### config.mk
export PLATFORM = sky130hd
export DESIGN_NAME = instr_fetch_unit
export DESIGN_NICKNAME = d
export VERILOG_FILES = /design/src/rtl/cpu_defs_pkg.sv /design/src/rtl/instr_fetch_unit_next_pc_calc.sv /design/src/rtl/instr_fetch_unit.sv
export SDC_FILE = /design/constraint.sdc
export NUM_CORES = 1
export LEC_CHECK = 0
export CAP_MARGIN = 20
export CORE_AREA = 8 8 142 144
export CTS_BUF_LIST = sky130_fd_sc_hd__clkbuf_8
export DETAILED_ROUTE_END_ITERATION = 6
export DIE_AREA = 0 0 150 152
export PLACE_DENSITY = 0.69
export SYNTH_ARGS = -nofsm -noshare
export SYNTH_HDL_FRONTEND = slang
export SYNTH_SLANG_ARGS = --single-unit
### constraint.sdc
create_clock -name clk -period 4.8 [get_ports clk]
set_input_delay 0.96 -clock clk [delete_from_list [all_inputs] [get_ports clk]]
set_output_delay 0.96 -clock clk [all_outputs]
set_load 0.05 [all_outputs]
### src/rtl/cpu_defs_pkg.sv
// ---------------------------------------------------------------------------
// cpu_defs_pkg
// Definitions shared by the fetch stage and the control unit of the
// multi-cycle MIPS CPU:
//   - PcSrc next-PC select encodings
//   - fetch FSM state type
//   - opcode constants decoded from IR[31:26] by the control unit
//   - small helpers for immediate / jump-target formation
// ---------------------------------------------------------------------------
package cpu_defs_pkg;

  // Next-PC select driven by the control unit
  localparam logic [1:0] PCSRC_SEQ = 2'b00;  // pc + 4
  localparam logic [1:0] PCSRC_BR  = 2'b01;  // pc + 4 + (sext(imm16) << 2)
  localparam logic [1:0] PCSRC_JR  = 2'b10;  // register target
  localparam logic [1:0] PCSRC_J   = 2'b11;  // j / jal pseudo-direct target

  // Fetch FSM states
  typedef enum logic [1:0] {
    ST_FETCH = 2'd0,
    ST_READY = 2'd1,
    ST_RETRY = 2'd2
  } fetch_state_t;

  // Opcodes seen by the control unit on IR[31:26]
  localparam logic [5:0] OP_ADD  = 6'b000000;
  localparam logic [5:0] OP_SUB  = 6'b000001;
  localparam logic [5:0] OP_ADDI = 6'b000010;
  localparam logic [5:0] OP_OR   = 6'b010000;
  localparam logic [5:0] OP_AND  = 6'b010001;
  localparam logic [5:0] OP_ORI  = 6'b010010;
  localparam logic [5:0] OP_SLL  = 6'b011000;
  localparam logic [5:0] OP_SLT  = 6'b100110;
  localparam logic [5:0] OP_SW   = 6'b110000;
  localparam logic [5:0] OP_LW   = 6'b110001;
  localparam logic [5:0] OP_BEQ  = 6'b110100;
  localparam logic [5:0] OP_BNE  = 6'b110101;
  localparam logic [5:0] OP_J    = 6'b111000;
  localparam logic [5:0] OP_JR   = 6'b111001;
  localparam logic [5:0] OP_JAL  = 6'b111010;
  localparam logic [5:0] OP_HALT = 6'b111111;

  // Branch displacement in bytes: sign-extended word offset shifted by 2
  function automatic logic [31:0] branch_offset(input logic [15:0] imm);
    return {{14{imm[15]}}, imm, 2'b00};
  endfunction

  // Pseudo-direct jump target: upper nibble of the sequential PC
  function automatic logic [31:0] jump_target(input logic [31:0] seq_pc,
                                              input logic [25:0] index);
    return {seq_pc[31:28], index, 2'b00};
  endfunction

endpackage

### src/rtl/instr_fetch_unit_next_pc_calc.sv
// ---------------------------------------------------------------------------
// next_pc_calc
// Purely combinational next-PC selection.
// Ports:
//   pc       in  32  current PC
//   instr    in  32  IR contents (branch immediate / jump index source)
//   jr_addr  in  32  rs data, jr target
//   PcSrc    in   2  select: 00 seq, 01 branch, 10 jr, 11 j/jal
//   next_pc  out 32  selected next PC (wraps modulo 2^32)
//   misalign out  1  jr selected with a target not word aligned
// ---------------------------------------------------------------------------
module next_pc_calc
  import cpu_defs_pkg::*;
(
  input  logic [31:0] pc,
  input  logic [31:0] instr,
  input  logic [31:0] jr_addr,
  input  logic [1:0]  PcSrc,
  output logic [31:0] next_pc,
  output logic        misalign
);

  logic [31:0] seq_pc;
  logic        unused_opcode;

  assign seq_pc        = pc + 32'd4;
  assign unused_opcode = ^instr[31:26];

  always_comb begin
    next_pc  = seq_pc;
    misalign = 1'b0;
    case (PcSrc)
      PCSRC_SEQ: next_pc = seq_pc;
      PCSRC_BR:  next_pc = seq_pc + branch_offset(instr[15:0]);
      PCSRC_JR: begin
        // Low bits are dropped so the PC stays aligned; the fault is flagged.
        next_pc  = {jr_addr[31:2], 2'b00};
        misalign = |jr_addr[1:0];
      end
      PCSRC_J:   next_pc = jump_target(seq_pc, instr[25:0]);
      default:   next_pc = seq_pc;
    endcase
  end

endmodule

### src/rtl/instr_fetch_unit.sv
// ---------------------------------------------------------------------------
// instr_fetch_unit
// Fetch stage of the multi-cycle MIPS CPU. Holds PC and IR, fetches from
// instruction memory over a req/ack handshake with timeout/retry, and
// advances the PC under control-unit PCWre/PcSrc.
// Ports:
//   clk, rst               clock (rising edge); async active-low reset
//   PCWre, IRWre           PC / IR write enables, honoured only in READY
//   PcSrc, jr_addr         next-PC select and jr target
//   imem_req/addr/ack/rdata  instruction memory handshake
//   pc, pc_plus4, instr    current PC, PC+4 (jal link), IR
//   fetch_busy             fetch in progress; control unit must stall
//   misalign_err           sticky: misaligned jr target taken
//   imem_timeout           sticky: a fetch ran out of wait cycles
// ---------------------------------------------------------------------------
module instr_fetch_unit
  import cpu_defs_pkg::*;
#(
  parameter logic [31:0] RESET_PC = 32'h0000_0000,
  parameter int unsigned MAX_WAIT = 8
) (
  input  logic        clk,
  input  logic        rst,
  input  logic        PCWre,
  input  logic [1:0]  PcSrc,
  input  logic        IRWre,
  input  logic [31:0] jr_addr,
  output logic        imem_req,
  output logic [31:0] imem_addr,
  input  logic        imem_ack,
  input  logic [31:0] imem_rdata,
  output logic [31:0] pc,
  output logic [31:0] pc_plus4,
  output logic [31:0] instr,
  output logic        fetch_busy,
  output logic        misalign_err,
  output logic        imem_timeout
);

  localparam int unsigned CNT_W = (MAX_WAIT > 1) ? $clog2(MAX_WAIT) : 1;
  localparam logic [CNT_W-1:0] WAIT_LAST = CNT_W'(MAX_WAIT - 1);

  fetch_state_t     state, state_next;
  logic [CNT_W-1:0] wait_cnt;
  logic [31:0]      buffer;
  logic [31:0]      next_pc;
  logic             jr_misalign;
  logic             in_fetch, in_ready, timeout_hit;

  assign in_fetch    = (state == ST_FETCH);
  assign in_ready    = (state == ST_READY);
  assign timeout_hit = in_fetch && !imem_ack && (wait_cnt == WAIT_LAST);
  assign pc_plus4    = pc + 32'd4;

  next_pc_calc u_next_pc (
    .pc       (pc),
    .instr    (instr),
    .jr_addr  (jr_addr),
    .PcSrc    (PcSrc),
    .next_pc  (next_pc),
    .misalign (jr_misalign)
  );

  // State register
  always_ff @(posedge clk or negedge rst) begin
    if (!rst) state <= ST_FETCH;
    else      state <= state_next;
  end

  // Next-state logic
  always_comb begin
    state_next = state;
    case (state)
      ST_FETCH: begin
        if (imem_ack)         state_next = ST_READY;
        else if (timeout_hit) state_next = ST_RETRY;
      end
      ST_RETRY: state_next = ST_FETCH;
      ST_READY: if (PCWre) state_next = ST_FETCH;
      default:  state_next = ST_FETCH;
    endcase
  end

  // Outputs; the request is gated by reset so an aborted fetch drops at once
  always_comb begin
    imem_req   = rst && in_fetch;
    imem_addr  = pc;
    fetch_busy = !in_ready;
  end

  // Datapath and status registers
  always_ff @(posedge clk or negedge rst) begin
    if (!rst) begin
      pc           <= RESET_PC;
      instr        <= '0;
      buffer       <= '0;
      wait_cnt     <= '0;
      misalign_err <= 1'b0;
      imem_timeout <= 1'b0;
    end else begin
      case (state)
        ST_FETCH: begin
          if (imem_ack) begin
            buffer   <= imem_rdata;
            wait_cnt <= '0;
          end else if (timeout_hit) begin
            imem_timeout <= 1'b1;
            wait_cnt     <= '0;
          end else begin
            wait_cnt <= wait_cnt + 1'b1;
          end
        end
        ST_READY: begin
          // IR takes the current buffer and the PC uses the current IR,
          // so a simultaneous IRWre/PCWre applies both from old values.
          if (IRWre) instr <= buffer;
          if (PCWre) begin
            pc <= next_pc;
            if (jr_misalign) misalign_err <= 1'b1;
          end
        end
        default: wait_cnt <= '0;
      endcase
    end
  end

endmodule

**After elaboration in Yosys (flattened, before gate mapping)**

Cells that the tools add are included.

- Bits in read-only memories: 0
- Bits in registers: 103
- Bits in writable memories: 0
- Memories: 0
- Bits in latches: 0

- Reductions and logical operators: 14
- Equality and inequality tests: 7
- Order comparisons: 0
- Shift operators: 0
- Multiplexer cells: 9
- Multipliers: 0
- Add/subtract/negate cells: 3
- Divide/modulo/power cells: 0
- Bitwise logic cells: 1

Operators by type and width:

| cell | number |
|---|---|
| $pmux W32 S4 | 1 |
| $add A32 B3 Y32 const B | 1 |
| $add A32 B32 Y32 | 1 |
| $reduce_and A2 Y1 | 4 |
| $mux W2 | 3 |
| $mux W3 | 2 |
| $pmux W3 S2 | 1 |
| $reduce_and A3 Y1 | 2 |
| $eq A2 B1 Y1 const B | 2 |
| $eq A2 B2 Y1 const B | 2 |
| $logic_not A2 Y1 | 2 |
| $pmux W2 S2 | 1 |
| $add A3 B1 Y3 const B | 1 |
| $eq A3 B3 Y1 const B | 1 |
| $logic_and A1 B1 Y1 | 3 |
| $ne A3 B2 Y1 const B | 1 |
| $logic_not A1 Y1 | 2 |
| $ne A2 B2 Y1 const B | 1 |
| $reduce_or A2 Y1 | 1 |
| $mux W1 | 1 |
| $not A1 Y1 | 1 |

**Logic depth before layout (Yosys ltp)**

- Depth in word-level cells: 6
- Depth in mapped cells: 17
- Mapped depth without buffers: 15

**By module**

A second synthesis with hierarchy kept.

- Cells, all modules: 722
- Area total of the unflattened synthesis: 7617.3 um^2

By module, submodules not included:

| module | cells an instance | times used | seq. area each (um^2) | area an instance (um^2) |
|---|---|---|---|---|
| instr_fetch_unit | 354 | 1 | 2577.5 | 4705.8 |
| next_pc_calc | 368 | 1 | 0.0 | 2911.5 |

**Worst setup path after synthesis**

Ideal clock, no wire load.

- Path type: register to register
- Start point: reg pc[9] (netlist: imem_addr[9])
- End point: reg pc[31] (netlist: imem_addr[31])
- Library setup time: 0.101 ns
- Setup slack: 0.094 ns
- Cell stages (with the launch flop): 18
- Arrival: 4.605 ns
- Cells stage by stage: dfrtp_1 > buf_2 > and4_2 > nand3_2 > or2_1 > buf_6 > nor2_1 > and3_1 > xor2_1 > ha_1 > a21o_1 > a21o_1 > a21oi_1 > a21bo_2 > a21oi_1 > a21boi_0 > o21ba_2 > o32ai_1

- Longest elaborated chain between the ends: 3

RTL lines:

| element | RTL line | text |
|---|---|---|
| start: declaration | instr_fetch_unit.sv:32 | `output logic [31:0] pc,` |
| start signal: assignment | instr_fetch_unit.sv:118 | `pc <= next_pc;` |
| $add A32 B3 Y32 | - |  |
| named net pc_plus4[27] | instr_fetch_unit.sv:33 | `output logic [31:0] pc_plus4,` |
| $add A32 B32 Y32 | instr_fetch_unit_next_pc_calc.sv:34 | `PCSRC_BR: next_pc = seq_pc + branch_offset(instr[15:0]);` |
| $pmux W32 S4 | instr_fetch_unit_next_pc_calc.sv:32 | `case (PcSrc)` |

The timed path passes the listed nets, and every way through them passes these cells.
A chain may end at the register's enable or synchronous reset.

**Worst setup path after layout**

- Start point: reg pc[4] (netlist: imem_addr[4])
- End point: out pc_plus4[21]

- Longest elaborated chain between the ends: 1

RTL lines:

| element | RTL line | text |
|---|---|---|
| $add A32 B3 Y32 | instr_fetch_unit.sv:53 | `assign pc_plus4 = pc + 32'd4;` |
| end: declaration | instr_fetch_unit.sv:33 |  |

Every way passes these cells.

==> results_dict.tcl <==
set metrics [dict create \
    status "complete, no violations" \
    drc_errors 0 \
    cp_slowest_stage_delay_ns 0.87 \
    clock_skew_ns 0.0183 \
    holdPathEnd "misalign_err$_DFFE_PN0P_" \
    hpwl_um 17200 \
    min_period_ns 4.40 \
    groute.layer.met2.usage_pct 30.5 \
    synth_cell_types 74 \
    startpoint "imem_addr[4]$_DFFE_PN0P_" \
    drt_iter0_drc 269 \
    min_path_cells 2 \
    finalSetupViolations 0 \
    grt_usage_pct 19.4 \
    busiest_layer "met2" \
    rsz0062_at_grt "no" \
    wl_um 22400 \
    drive_gt1_share_pct 14.5 \
    critPathLaunchType "register" \
    slew_violations 0 \
    netlist.top_cell.by_area "dfrtp_1" \
    reg2reg_to "imem_addr[31]$_DFFE_PN0P_" \
    worstHoldStart "misalign_err$_DFFE_PN0P_" \
    synth_warnings 0 \
    end_kind "primary output" \
    place_congestion 0.887 \
    tns_ns 0 \
    post-cts-setup-buffer-count 0 \
    netlist_area_mm2 0.00706 \
    final_cell_mix "clkdlybuf4s50_1, dfrtp_1, nand2_1" \
    overflow 0 \
    finalHoldViolations 0 \
    ys_async_sr_fraction_pct 100 \
    dr_total_vias 6051 \
    final_net_count 978 \
    synth.area.top_cells "dfrtp_1, mux2_2, ha_1, nand2_1, buf_4" \
    dr.pass1.iters 4 \
    arrival_ns 3.44 \
    insertion_delay_ns 0.40 \
    io_buffers 196 \
    slew_headroom_pct 40.0 \
    crit_chain "and3_1 > nand3_4 > or2_1 > nor2_1 > and3_1 > xor2_1 > clkdlybuf4s50_1" \
    required_ns 3.84 \
    r2r_cells 15 \
    min_path_type "reg2reg" \
    antenna_found_initial 1 \
    max_freq_mhz 227 \
    wl_per_cell_um 20.3 \
    cts_tree "built" \
    crit_family "simple AND/OR/NAND/NOR gates" \
    final_common_cell "clkdlybuf4s50_1" \
    regToRegSetupSlack_ns 0.77 \
    post_cts_resized 0 \
    ant_nets 0 \
    synth_cells 718 \
    clk_pin_slew_ns 0.10 \
    dieArea_mm2 0.0228 \
    avgSynthCellArea_um2 9.84 \
    core_mm2 0.0178 \
    clk_root_buffer_cell "clkbuf_8" \
    ioPinCount 203 \
    die_w_um 150 \
    crit_top_cell "and3_1" \
    start_util_pct 39.7 \
    slowest_stage "clkdlybuf4s50_1" \
    clockBufferDepth 2 \
    synth_edf_count 0 \
    crit_type "reg2out" \
    layout_worst_path_cycle_share_pct 91.7 \
    synth-seq-cells 101 \
    routed_via_density 5.47 \
    use_met3_pct 5.76 \
    placed_cells 1088 \
    synth_top_area_share_pct 35.8 \
    crit_buf_inv 1 \
    finalNonFillerCells 1106 \
    path_max_fanout 8 \
    ctsHoldBuffers 0 \
    synthToLayoutAreaGrowth_pct 29.8 \
    row_count 49 \
    grt_pass1_wl_um 34700 \
    rr_startpoint "imem_addr[4]$_DFFE_PN0P_" \
    grt_max_degree 61 \
    drv_cap 0 \
    ys_seq_area_share_pct 35.8 \
    htree_levels 3 \
    die_h_um 152 \
    cts.sinks 101 \
    ys.flop_type "dfrtp_1" \
    numCtsBuffers 9 \
    met1_usage_pct 25.1 \
    worst_pin_slew_ns 0.897 \
    grt_pass1_vias 6000 \
]
==> per-stage QoR <==
stage,hold WS (ns),util [%],area [um^2],worst slack (ns)
floorplan,0.477,-,7080,0.0938
global placement,0.447,50.3,8940,0.931
detailed placement,0.460,50.3,8940,0.832
CTS,0.485,51.5,9150,0.394
global route,0.508,51.6,9170,0.229
finish,0.476,51.6,9170,0.400
==> worst max-delay path by stage <==
stage                     slack (ns)                         to  cells past startpoint
after floorplan                 0.09  imem_addr[31]$_DFFE_PN0P_                     17
after global placement          0.93               pc_plus4[21]                      7
after detailed placement        0.83  imem_addr[31]$_DFFE_PN0P_                     15
after CTS                       0.39               pc_plus4[21]                      7
after global routing            0.23               pc_plus4[21]                      7
final                           0.40               pc_plus4[21]                      7
==> cell families (layout without fill, tap and decap cells) <==
group	count (synthesis)	count (layout)	share of synthesized area, %
multiplexers	90	90	15.7
buffers and inverters	79	232	6.80
XOR/XNOR	50	50	6.31
AO/OA/AOI/OAI	154	154	14.3
flip-flops	101	101	35.8
adder cells (fa/ha/maj)	36	36	6.48
AND/OR/NAND/NOR	207	207	14.6
other	1	7	0.0531
==> tightest hold or removal path, cell delays in order, from the launching register on <==
cell     delay (ns)
dfrtp_1        0.36
inv_1          0.04
o31ai_1        0.05
==> layer usage <==
layer | share of wire, % | vias up | routed length, um
met5 | 0 | - | 0
met4 | 1.6 | 0 | 353
met3 | 8.8 | 21 | 1960
met2 | 47 | 244 | 10500
met1 | 43 | 2920 | 9580
li1 | - | 2866 | -
==> cells in the mapped netlist (all sizes together), types with 10 or more instances <==
library cell / number
a21o: 14
a21oi: 48
and3: 14
buf: 49
clkbuf: 18
dfrtp: 101
ha: 35
inv: 11
mux2: 69
mux2i: 11
mux4: 10
nand2: 77
nand3: 15
nand4: 14
nor2: 43
nor3: 11
o21ai: 29
xnor2: 23
xor2: 27
==> layout make-up <==
cell class              count  area (um^2)
repair buffers            205         2030
clock buffers              10          138
flip-flops and latches    101         2530
diodes                      1         2.50
well taps                 229          287
inverters                  11         41.3
fillers                  1644         8610
clock inverters             6         70.1
multi-input cells         543         4070
==> registers in the layout, summed over array words and instances (netlist names) <==
signal        count
state             2
instr            32
wait_cnt          3
misalign_err      1
imem_addr        30
buffer           32
imem_timeout      1
Power is not shown: default switching activity piles up to over one toggle a cycle in this logic, so the estimate is an artifact.
